`config.mk`:
```
export PLATFORM = sky130hd
export DESIGN_NAME = pixel_fetch
export DESIGN_NICKNAME = d
export VERILOG_FILES = /design/src/rtl/pixel_fetch.sv
export SDC_FILE = /design/constraint.sdc
export NUM_CORES = 1
export LEC_CHECK = 0
export ABC_CLOCK_PERIOD_IN_PS = 4600
export CAP_MARGIN = 20
export CORE_ASPECT_RATIO = 1.2
export CORE_UTILIZATION = 25
export DETAILED_ROUTE_END_ITERATION = 8
export GPL_TIMING_DRIVEN = 0
export REMOVE_ABC_BUFFERS = 1
export SLEW_MARGIN = 20
export SYNTH_ARGS = -nofsm -noshare
export SYNTH_HDL_FRONTEND = slang
export SYNTH_SLANG_ARGS = --single-unit
export TNS_END_PERCENT = 20
```
`constraint.sdc`:
```
create_clock -name clock -period 4.6 [get_ports clock]
set_input_delay 0.46 -clock clock [delete_from_list [all_inputs] [get_ports clock]]
set_output_delay 0.46 -clock clock [all_outputs]
set_load 0.05 [all_outputs]
```
`src/rtl/pixel_fetch.sv`:
```
// Raster-order frame reader: issues pixel-memory reads under a credit limit and buffers the
// returning data in a show-ahead FIFO presented as a valid/ready stream with frame/line markers.
module pixel_fetch #(
  parameter int unsigned           DATA_WIDTH = 24,
  parameter int unsigned           H_ACTIVE   = 640,
  parameter int unsigned           V_ACTIVE   = 480,
  parameter int unsigned           ADDR_WIDTH = 19,
  parameter logic [ADDR_WIDTH-1:0] BASE_ADDR  = '0,
  parameter int unsigned           RD_LATENCY = 2,
  parameter int unsigned           FIFO_DEPTH = 4
) (
  input  logic                  clock,
  input  logic                  resetN,
  input  logic                  start,
  input  logic                  continuous,
  output logic                  busy,
  output logic [ADDR_WIDTH-1:0] memAddr,
  output logic                  memRead,
  input  logic [DATA_WIDTH-1:0] memData,
  output logic [DATA_WIDTH-1:0] dataOutput,
  output logic                  dataValid,
  input  logic                  dataReady,
  output logic                  frameStart,
  output logic                  lineEnd,
  output logic                  frameDone
);

  localparam int unsigned XW = $clog2(H_ACTIVE);
  localparam int unsigned YW = (V_ACTIVE > 1) ? $clog2(V_ACTIVE) : 1;
  localparam int unsigned PW = $clog2(FIFO_DEPTH);
  localparam int unsigned CW = $clog2(FIFO_DEPTH + 1);
  localparam int unsigned EW = DATA_WIDTH + 2;
  localparam logic [XW-1:0] XLast = XW'(H_ACTIVE - 1);
  localparam logic [YW-1:0] YLast = YW'(V_ACTIVE - 1);
  localparam logic [CW:0]   Depth = (CW + 1)'(FIFO_DEPTH);

  typedef enum logic [1:0] {StIdle, StFetch, StDrain} state_e;

  state_e                state_q, state_d;
  logic [XW-1:0]         x_q, x_d;
  logic [YW-1:0]         y_q, y_d;
  logic [ADDR_WIDTH-1:0] addr_q, addr_d;
  logic [ADDR_WIDTH-1:0] mem_addr_q, mem_addr_d;
  logic                  mem_read_q, mem_read_d;
  logic [1:0]            tag_q, tag_d;
  logic [2:0]            sr_q [RD_LATENCY];
  logic [2:0]            sr_d [RD_LATENCY];
  logic [CW-1:0]         inflight_q, inflight_d;
  logic [CW-1:0]         cnt_q, cnt_d;
  logic [PW-1:0]         wr_ptr_q, wr_ptr_d, rd_ptr_q, rd_ptr_d;
  logic [EW-1:0]         fifo_q [FIFO_DEPTH];
  logic [EW-1:0]         fifo_d [FIFO_DEPTH];
  logic                  frame_done_q, frame_done_d;

  logic          push, pop, empty, credit_ok, last_pop;
  logic [CW:0]   occupancy;
  logic [EW-1:0] head;

  assign push      = sr_q[RD_LATENCY-1][2];
  assign empty     = (cnt_q == '0);
  assign pop       = !empty && dataReady;
  assign occupancy = {1'b0, cnt_q} + {1'b0, inflight_q};
  // A slot freed by this cycle's pop is reusable now; keeps one pixel per cycle at depth L+2.
  assign credit_ok = occupancy < (Depth + {{CW{1'b0}}, pop});
  assign last_pop  = pop && (cnt_q == CW'(1)) && (inflight_q == '0);

  always_comb begin
    state_d      = state_q;
    x_d          = x_q;
    y_d          = y_q;
    addr_d       = addr_q;
    mem_addr_d   = mem_addr_q;
    mem_read_d   = 1'b0;
    tag_d        = 2'b00;
    frame_done_d = 1'b0;
    unique case (state_q)
      StIdle: begin
        x_d        = '0;
        y_d        = '0;
        addr_d     = BASE_ADDR;
        mem_addr_d = BASE_ADDR;
        if (start) state_d = StFetch;
      end
      StFetch: begin
        if (credit_ok) begin
          mem_read_d = 1'b1;
          mem_addr_d = addr_q;
          tag_d      = {(x_q == '0) && (y_q == '0), x_q == XLast};
          addr_d     = addr_q + ADDR_WIDTH'(1);
          if (x_q == XLast) begin
            x_d = '0;
            if (y_q == YLast) state_d = StDrain;
            else              y_d = y_q + YW'(1);
          end else begin
            x_d = x_q + XW'(1);
          end
        end
      end
      StDrain: begin
        x_d    = '0;
        y_d    = '0;
        addr_d = BASE_ADDR;
        if (last_pop) begin
          frame_done_d = 1'b1;
          state_d      = continuous ? StFetch : StIdle;
        end
      end
      default: state_d = StIdle;
    endcase
  end

  always_comb begin
    sr_d[0] = {mem_read_q, tag_q};
    for (int unsigned i = 1; i < RD_LATENCY; i++) sr_d[i] = sr_q[i-1];

    inflight_d = inflight_q;
    unique case ({mem_read_d, push})
      2'b10:   inflight_d = inflight_q + CW'(1);
      2'b01:   inflight_d = inflight_q - CW'(1);
      default: inflight_d = inflight_q;
    endcase

    fifo_d   = fifo_q;
    wr_ptr_d = wr_ptr_q;
    rd_ptr_d = rd_ptr_q;
    cnt_d    = cnt_q;
    if (push) begin
      fifo_d[wr_ptr_q] = {memData, sr_q[RD_LATENCY-1][1:0]};
      wr_ptr_d         = wr_ptr_q + PW'(1);
    end
    if (pop) rd_ptr_d = rd_ptr_q + PW'(1);
    unique case ({push, pop})
      2'b10:   cnt_d = cnt_q + CW'(1);
      2'b01:   cnt_d = cnt_q - CW'(1);
      default: cnt_d = cnt_q;
    endcase
  end

  always_ff @(posedge clock or negedge resetN) begin
    if (!resetN) begin
      state_q      <= StIdle;
      x_q          <= '0;
      y_q          <= '0;
      addr_q       <= BASE_ADDR;
      mem_addr_q   <= BASE_ADDR;
      mem_read_q   <= 1'b0;
      tag_q        <= 2'b00;
      inflight_q   <= '0;
      cnt_q        <= '0;
      wr_ptr_q     <= '0;
      rd_ptr_q     <= '0;
      frame_done_q <= 1'b0;
      for (int unsigned i = 0; i < RD_LATENCY; i++) sr_q[i] <= '0;
      for (int unsigned i = 0; i < FIFO_DEPTH; i++) fifo_q[i] <= '0;
    end else begin
      state_q      <= state_d;
      x_q          <= x_d;
      y_q          <= y_d;
      addr_q       <= addr_d;
      mem_addr_q   <= mem_addr_d;
      mem_read_q   <= mem_read_d;
      tag_q        <= tag_d;
      inflight_q   <= inflight_d;
      cnt_q        <= cnt_d;
      wr_ptr_q     <= wr_ptr_d;
      rd_ptr_q     <= rd_ptr_d;
      frame_done_q <= frame_done_d;
      for (int unsigned i = 0; i < RD_LATENCY; i++) sr_q[i] <= sr_d[i];
      for (int unsigned i = 0; i < FIFO_DEPTH; i++) fifo_q[i] <= fifo_d[i];
    end
  end

  assign head       = fifo_q[rd_ptr_q];
  assign busy       = (state_q != StIdle);
  assign memAddr    = mem_addr_q;
  assign memRead    = mem_read_q;
  assign dataOutput = head[EW-1:2];
  assign frameStart = head[1];
  assign lineEnd    = head[0];
  assign dataValid  = !empty;
  assign frameDone  = frame_done_q;

endmodule
```
# Word-level counts from Yosys, hierarchy flattened
# Cells that the tools add are included.
[totals]
register_bits = 183
[classes]
add_sub_neg = 11
magnitude_cmp = 4
eq_ne = 15
muxes = 32
bitwise = 2
n_reduce_logical = 21
[op_table]
columns = ["operator", "count"]
rows = [
  ["$bwmux 104", 1],
  ["$mux 26", 3],
  ["$pmux 19 s2", 2],
  ["$bmux 26 s2", 1],
  ["$demux 26 s2", 1],
  ["$mux 19", 2],
  ["$mux 9", 3],
  ["$mux 10", 2],
  ["$pmux 10 s2", 1],
  ["$add 19x1->19 const B", 1],
  ["$pmux 9 s2", 1],
  ["$mux 2", 7],
  ["$ne 2x2->1 const B", 6],
  ["$pmux 3 s2", 2],
  ["$add 10x1->10 const B", 1],
  ["$eq 10x10->1 const B", 1],
  ["$logic_not 10->1", 1],
  ["$reduce_bool 2->1", 5],
  ["$add 9x1->9 const B", 1],
  ["$eq 9x9->1 const B", 1],
  ["$logic_not 9->1", 1],
  ["$add 3x1->3 const B", 2],
  ["$eq 2x1->1 const B", 3],
  ["$eq 2x2->1 const B", 3],
  ["other kinds (19)", 33],
]

# Longest topological paths before layout
# Gate-level depths: netlist of the first run.
[logic_depth]
word_depth = 9
depth_mapped = 12
mapped_depth_nobuf = 12

# Least setup slack after synthesis of the first run
# Ideal clock, no wire load.
[synth_path]
kind = "register to register"
from = "register cnt_q[0]"
to = "register inflight_q[1]"
setup_ns = 0.083
arrival_time_ns = 2.714
required_ns = 4.517
setup_slack_ns = 1.803
path_stages_with_launch = 11
path_cell_list = "dfrtp_1 ha_1 fa_1 or2_1 o31a_1 nor2_1 nand2_1 ha_1 inv_1 fa_1 o21ai_0"
[synth_via]
elab_chain_len = 9
word_cells_on_any_way = 12
cone_classes = "2 x add/sub; 1 x order compare; 2 x eq/ne; 3 x mux; 4 x reduce/logical"
[synth_rtl]
columns = ["item", "line", "text"]
rows = [
  ["start: declaration", "49", "logic [CW-1:0] cnt_q, cnt_d;"],
  ["start signal: assignment", "164", "cnt_q <= cnt_d;"],
  ["$logic_not 3->1", "60", "assign empty = (cnt_q == '0);"],
  ["$logic_not 1->1", "61", "assign pop = !empty && dataReady;"],
  ["$logic_and 1x1->1", "61", ""],
  ["$add 3x1->4", "64", "assign credit_ok = occupancy < (Depth + {{CW{1'b0}}, pop});"],
  ["$lt 4x4->1 (*)", "64", ""],
  ["$mux 1 (*)", "85", "if (credit_ok) begin"],
  ["$mux 1 (*)", "76", "unique case (state_q)"],
  ["$eq 2x1->1 / $eq 2x2->1 (equally long branches)", "117", "unique case ({mem_read_d, push})"],
  ["$pmux 3 s2 / $reduce_bool 2->1 (equally long branches)", "--", ""],
  ["end signal: assignment", "163", "inflight_q <= inflight_d;"],
  ["end: declaration", "48", "logic [CW-1:0] inflight_q, inflight_d;"],
]
# Mark *: on every way between the ends. The rest lies on a longest branch, timed or not.
# A chain may end at the register's enable or synchronous reset.

# Final worst setup path of the first run
[layout_path]
from = "register cnt_q[0]"
to = "register addr_q[17]"
[layout_via]
elab_chain_len = 7
word_cells_on_any_way = 8
cone_classes = "2 x add/sub; 1 x order compare; 1 x eq/ne; 4 x reduce/logical"
[layout_rtl]
columns = ["item", "line", "text"]
rows = [
  ["$logic_not 3->1", "60", ""],
  ["$logic_not 1->1", "61", ""],
  ["$logic_and 1x1->1", "61", ""],
  ["$add 3x1->4", "64", ""],
  ["$lt 4x4->1 (*)", "64", ""],
  ["$ne 2x2->1 (no line) (*)", "--", ""],
  ["$reduce_and 2->1 (no line) (*)", "--", ""],
  ["end signal: assignment", "159", "addr_q <= addr_d;"],
  ["end: declaration", "42", "logic [ADDR_WIDTH-1:0] addr_q, addr_d;"],
]
# Marked as above.

==> flow_summary_export.csv, run 1 <==
group,metric,value,unit
timing,hold_viol_final,0,
place,post_dp_cell_area,9724,um2
yosys,synth_top_cells_by_area,"dfrtp_1 (55%), mux2_2 (14%), mux4_2 (7.0%)",
yosys,yosysSeqAreaShare,0.5491,
layout,drive_gt1_frac,0.2497,
floorplan,dieArea,34100,um2
layout,fin_area,10400,um2
yosys,syn_area,8340,um2
pwr,leakage,4.282,nW
yosys,synth_top_cell_by_area,"dfrtp_1",
routing,drc,0,
floorplan,core-area,32520,um2
pwr,peakVddDrop,0.3706,mV
floorplan,die_x,168.7,um
timing,tns,0,ns
layout,synthToLayoutAreaGrowth,24.68,%
yosys,synth_cells,652,
yosys,synth-seq-cells,183,
timing,fmax,0.2819,GHz
critical_path,crit_arrival,3.89,ns
routing,wl_per_cell,15.17,um
yosys,synthArstFlopShare,1.000,
routing,detail_route.iter0.violations,295,
cts,tritoncts,"yes",
yosys,yosys_warnings,0,
timing,slew_headroom,0.4810,
global_route,grt_use_total,0.1108,
cts,clk_pin_slew,0.07,ns
critical_path,path_buf_inv,0,
cts,clk_latency,0.43,ns
yosys,yosys-top-cells-count,"dfrtp_1 (183), mux2_2 (104), nand2_1 (64), o21ai_0 (29), clkbuf_1 (27)",
routing,viasPerCell,4.489,
hold_path,holdCritPathClass,"reg2reg",
cts,clockBufferDepth,2,
timing,skew,0.01287,ns
floorplan,rows,72,
timing,worst_slew_pin_slew,0.7784,ns
timing,period_share,0.7712,
global_route,antenna_found_initial,0,
critical_path,cp.required,4.94,ns
routing,antenna_left,0,
critical_path,cpMaxStageDelayCell,"nand4_1",
routing,drtPass1Iterations,4,
critical_path,cp_cell_sequence,"ha_1 > fa_1 > or2_1 > o31ai_2 > nand4_1 > or4_1 > a21oi_1",
layout,nets,773,
yosys,yosys.area.top_type_share,0.5491,
layout,diodes,0,
routing,via_count,5301,
critical_path,crit_fanout,14,
outcome,status,"finished, final reports clean",
critical_path,critical-path-max-stage-delay,0.67,ns
yosys,ys.flop_type,"dfrtp_1",
layout,fin_util,0.3198,
timing,period_needed,3.547,ns
place,port_buffers,77,
critical_path,critPathCaptureType,"flop",
critical_path,startpoint_type,"flop",
floorplan,io_pins,78,
global_route,grt_pass1_wl,29660,um
global_route,grt_overflow,0,
cts,cts_sinks,183,
cts,cts_max_level,4,
timing,maxSlewViolCount,0,
cts,numCtsBuffers,17,
global_route,grt_pass1_vias,5554,
critical_path,critPathKind,"reg2reg",
timing,rsz0062_at_grt,"no",
yosys,ys_types,49,
floorplan,die_h,202.1,um
pwr,total_power,8.301,mW
yosys,synth.avg_cell_area,12.79,um2
place,dp_hpwl,11710,um
run,cap_violations,0,
timing,finalSetupViolCount,0,
cts,post-cts-setup-buffers,0,
floorplan,initial_core_util,0.2565,
critical_path,cp_top_family,"simple AND/OR/NAND/NOR gates",
place,gp_congestion,0.7555,
routing,totalWireLength,17920,um
cts,root_buffer,"clkbuf_16",
critical_path,reg2reg_setup_slack,1.05,ns
yosys,synth-edff-count,0,
yosys,synth_most_common_cell,"dfrtp_1",
global_route,grt_max_degree,87,
pwr,p_per_area,798.2,nW/um2
## cells by family after synthesis
group                    count (synthesis)  share of synthesized area
XOR/XNOR                                27                    0.02835
AO/OA/AOI/OAI                           66                    0.04605
multiplexers                           134                     0.2154
buffers and inverters                   53                    0.02505
AND/OR/NAND/NOR                        169                     0.1043
adder cells (fa/ha/maj)                 20                    0.03180
flip-flops                             183                     0.5491
## registers in the layout, indices dropped and copies added, names as in the netlist
name,flops
fifo_q,104
memRead,1
inflight_q,3
frameDone,1
tag_q,2
rd_ptr_q,2
y_q,9
sr_q,2
addr_q,19
cnt_q,3
x_q,10
push,1
state_q,2
sr_d,3
wr_ptr_q,2
memAddr,19
## metal layers
layer  wire, um  share of wire  track usage
met1       8100           0.45       0.1376
met2       9074           0.51       0.1927
met4        184          0.010      0.02825
met5          0              0            0
met3        562          0.031      0.02506
## cell type report
cell class                 count  area, um2
fill                        3280      22120
sequential                   183       4582
multi-input combinational    416       3562
timing repair buffer          85      955.9
tap                          444      555.5
clock buffer                  18      439.2
clock inverter                14      225.2
inverter                      21      78.83
## final timing paths
| path | start | to | cells after the start |
|---|---|---|---|
| setup / recovery | cnt_q[0]$_DFFE_PN0P_ | addr_q[17]$_DFFE_PN0P_ | 7 |
| hold / removal | tag_q[1]$_DFF_PN0_ | sr_d[1]$_DFF_PN0_ | 0 |
| setup reg to reg | cnt_q[0]$_DFFE_PN0P_ | addr_q[17]$_DFFE_PN0P_ | 7 |
| hold reg to reg | tag_q[1]$_DFF_PN0_ | sr_d[1]$_DFF_PN0_ | 0 |
| max in group asynchronous | resetN | memAddr[14]$_DFFE_PN0P_ | 3 |
| min in group asynchronous | resetN | fifo_q[84]$_DFFE_PN0P_ | 2 |
## power breakdown
group          switching, mW  internal [mW]  total (mW)
clock                  0.691          0.954        1.64
sequential             0.444           2.23        2.68
combinational           2.28           1.70        3.98
total                   3.42           4.89        8.30
## timing repair
item / 4_1_cts / 5_1_grt
resized for setup: 0 / 0
hold buffers: 1 / 0
endpoints found under the hold margin: 35 / 0
## placed cells by master (no fill, tap or decap), types with 4 or more instances in the layout
| master | n |
|---|---|
| dfrtp_1 | 181 |
| mux2_2 | 104 |
| clkdlybuf4s50_1 | 76 |
| nand2_1 | 60 |
| o21ai_0 | 29 |
| mux4_2 | 26 |
| nor2_1 | 23 |
| inv_1 | 18 |
| ha_1 | 18 |
| a21oi_1 | 17 |
| clkbuf_16 | 17 |
| xnor2_1 | 16 |
| nand3_1 | 16 |
| or3_1 | 11 |
| nand4_1 | 11 |
| xor2_1 | 11 |
| o21ai_1 | 6 |
| and4_1 | 6 |
| nor4b_1 | 5 |
| nor3_1 | 5 |
| nor4_1 | 4 |
| mux2i_1 | 4 |
| and3_1 | 4 |
| nand2_2 | 4 |
| bufinv_16 | 4 |
| inv_6 | 4 |
| inv_8 | 4 |
| buf_16 | 4 |
## metrics by stage
step           cells  worst slack (ns)  hold WS (ns)
6_report        1181             1.053        0.3487
5_1_grt         1181            0.8744        0.3535
4_1_cts         1181            0.9027        0.3507
3_5_place_dp    1148            0.9029        0.3347
3_3_place_gp    1141            -4.909        0.3321
2_1_floorplan    620             1.676        0.1644
Note: power is estimated with default switching activity, not from simulation.
==> run 2: changes to the inputs <==
Settings changed: ABC_CLOCK_PERIOD_IN_PS 4600 to 3000.
Clock period 4.6 ns to 3 ns, I/O delays scaled along.
==> run 2 against run 1 <==
Core utilization up 0.33 points. Non-clock buffer count increased by 5. Routed wire length up 0.71%. Critical path depth stayed put. Highest routed layer unchanged. Fmax increased by 22%. Sequential share of layout area fell by 0.42 points. Final area increased by 1.0%. Sequential cell count unchanged. Critical path type unchanged. Die area unchanged. Combinational power rose by 62%. Via count grew 0.30%.
==> flow_summary_export.csv, run 2 (same netlist as run 1, synthesis figures left out) <==
group,metric,value,unit
cts,clockBufferDepth,2,
global_route,grt_max_degree,87,
layout,regMostFlops,"fifo_q",
routing,wl_met3,627,um
pwr,p_per_area,1245,nW/um2
floorplan,die_x,168.7,um
pwr,clkPwrFrac,0.193,
pwr,power.internal,7.718,mW
routing,dr.max_layer_used,"met4",
layout,drive_gt1_frac,0.2682,
layout,layout_common_cells,"dfrtp_1 (179), mux2_2 (104), clkdlybuf4s50_1 (75)",
critical_path,rr_worst_depth,7,
critical_path,crit_arrival,3.25,ns
cts,numCtsBuffers,17,
critical_path,cp.required,3.35,ns
cts,clk_pin_slew,0.08,ns
layout,fin_util,0.3230,
global_route,grt_overflow,0,
timing,maxSlewViolCount,0,
routing,viasPerCell,4.483,
run,cap_violations,0,
cts,root_buffer,"clkbuf_16",
cts,tritoncts,"yes",
routing,via_count,5317,
hold_path,holdCritPathClass,"in2async",
routing,wl_met1,8086,um
layout,synthToLayoutAreaGrowth,25.95,%
place,dp_hpwl,11710,um
layout,fillers,3271,
floorplan,io_pins,78,
routing,totalWireLength,18050,um
cts,cts_sinks,183,
critical_path,startpoint_type,"flop",
place,numPlacedInstances,1148,
timing,fmax,0.3448,GHz
routing,drtPass1Iterations,4,
floorplan,core-area,32520,um2
cts,clk_latency,0.43,ns
pwr,comb_power_share,0.493,
routing,antenna_left,0,
floorplan,initial_core_util,0.2565,
layout,final_common_cell,"dfrtp_1",
floorplan,die_h,202.1,um
routing,detail_route.iter0.violations,293,
global_route,antenna_found_initial,0,
critical_path,crit_fanout,12,
critical_path,critPathKind,"reg2reg",
timing,finalSetupViolCount,0,
routing,met2_length,9150,um
floorplan,dieArea,34100,um2
timing,period_needed,2.900,ns
layout,layoutNonFillerInstCount,1186,
place,port_buffers,77,
layout,diodes,0,
pwr,leakage,4.318,nW
pwr,switchingPower,5.363,mW
timing,period_share,0.9667,
global_route,grt_use_total,0.1111,
routing,wl_per_cell,15.22,um
layout,largest_register_ff_count,104,
timing,holdWs,0.3348,ns
pwr,p_sw_frac,0.4100,
outcome,status,"finished, final reports clean",
cts,cts_max_level,4,
routing,drc,0,
place,gp_congestion,0.7555,
timing,worst_slew_pin_slew,0.7629,ns
timing,slew_headroom,0.4914,
timing,skew,0.01186,ns
global_route,grt_pass1_vias,5559,
timing,hold_viol_final,0,
critical_path,critPathCaptureType,"flop",
floorplan,rows,72,
pwr,peakVddDrop,0.6075,mV
layout,nets,778,
global_route,grt_pass1_wl,29750,um
pwr,p_seq_frac,0.314,
## run 2: cell types whose count changed in the layout (fill, tap and decap cells not counted), moves of 2 or more
cell,before,now
buf_4,0,5
dfrtp_1,181,179
dfrtp_2,2,4
ha_1,18,16
nand2_1,60,58
## run 2: worst max-delay path, cell delays in order (launching register included)
cell and delay (ns):
dfrtp_2 0.44, ha_2 0.20, fa_1 0.43, or2_4 0.28, o31a_4 0.39, or4_4 0.58
or3_1 0.37, a21oi_1 0.14
## run 2: power by group through the flow
stage	registers [mW]	clock network (mW)	logic, mW
3_3_place_gp	4.21	0	5.93
3_5_place_dp	4.16	0	6.20
4_1_cts	4.12	2.60	6.43
6_report	4.11	2.52	6.45
2_1_floorplan	4.19	0	4.19
5_1_grt	4.26	2.71	6.95
## run 2: timing repair
item	in CTS	in global routing
hold buffers	1	0
setup buffers	1	4
endpoints found under the hold margin	35	0
resized for setup	11	6
endpoints found under the setup margin	38	31
pin swaps	2	4
## run 2: layer usage
| layer | track usage | vias up |
|---|---|---|
| met5 | 0 | - |
| met4 | 0.02792 | 0 |
| met3 | 0.02487 | 17 |
| met2 | 0.1935 | 99 |
| met1 | 0.1382 | 2715 |
| li1 | - | 2486 |
## run 2: final cells by class
| class | instances | area [um2] | area share |
|---|---|---|---|
| sequential | 183 | 4584 | 0.4364 |
| multi-input combinational | 416 | 3622 | 0.3448 |
| timing repair buffer | 90 | 996.0 | 0.09481 |
| tap | 444 | 555.5 | 0.05288 |
| clock buffer | 18 | 439.2 | 0.04181 |
| clock inverter | 14 | 225.2 | 0.02144 |
| inverter | 21 | 82.58 | 0.007861 |
## run 2: final timing paths
| path | to | startpoint | slack (ns) |
|---|---|---|---|
| max in group asynchronous | memAddr[14]$_DFFE_PN0P_ | resetN | 1.89 |
| min in group clock | sr_d[1]$_DFF_PN0_ | tag_q[1]$_DFF_PN0_ | 0.35 |
| hold reg to reg | sr_d[1]$_DFF_PN0_ | tag_q[1]$_DFF_PN0_ | 0.35 |
| hold / removal | fifo_q[84]$_DFFE_PN0P_ | resetN | 0.33 |
| setup reg to reg | y_q[3]$_DFFE_PN0P_ | cnt_q[0]$_DFFE_PN0P_ | 0.1 |
| setup / recovery | y_q[3]$_DFFE_PN0P_ | cnt_q[0]$_DFFE_PN0P_ | 0.1 |
## run 2: metrics by stage
step / power [mW] / setup slack (ns) / instance area (um2) / setup TNS, ns
5_1_grt: 13.92 / -0.006087 / 10510 / -0.006087
6_report: 13.08 / 0.09993 / 10510 / 0
4_1_cts: 13.16 / -0.04628 / 10460 / -0.06235
3_3_place_gp: 10.14 / -6.349 / 9537 / -1186.62
3_5_place_dp: 10.36 / -0.6971 / 9724 / -18.42
2_1_floorplan: 8.381 / 0.07555 / 8210 / 0
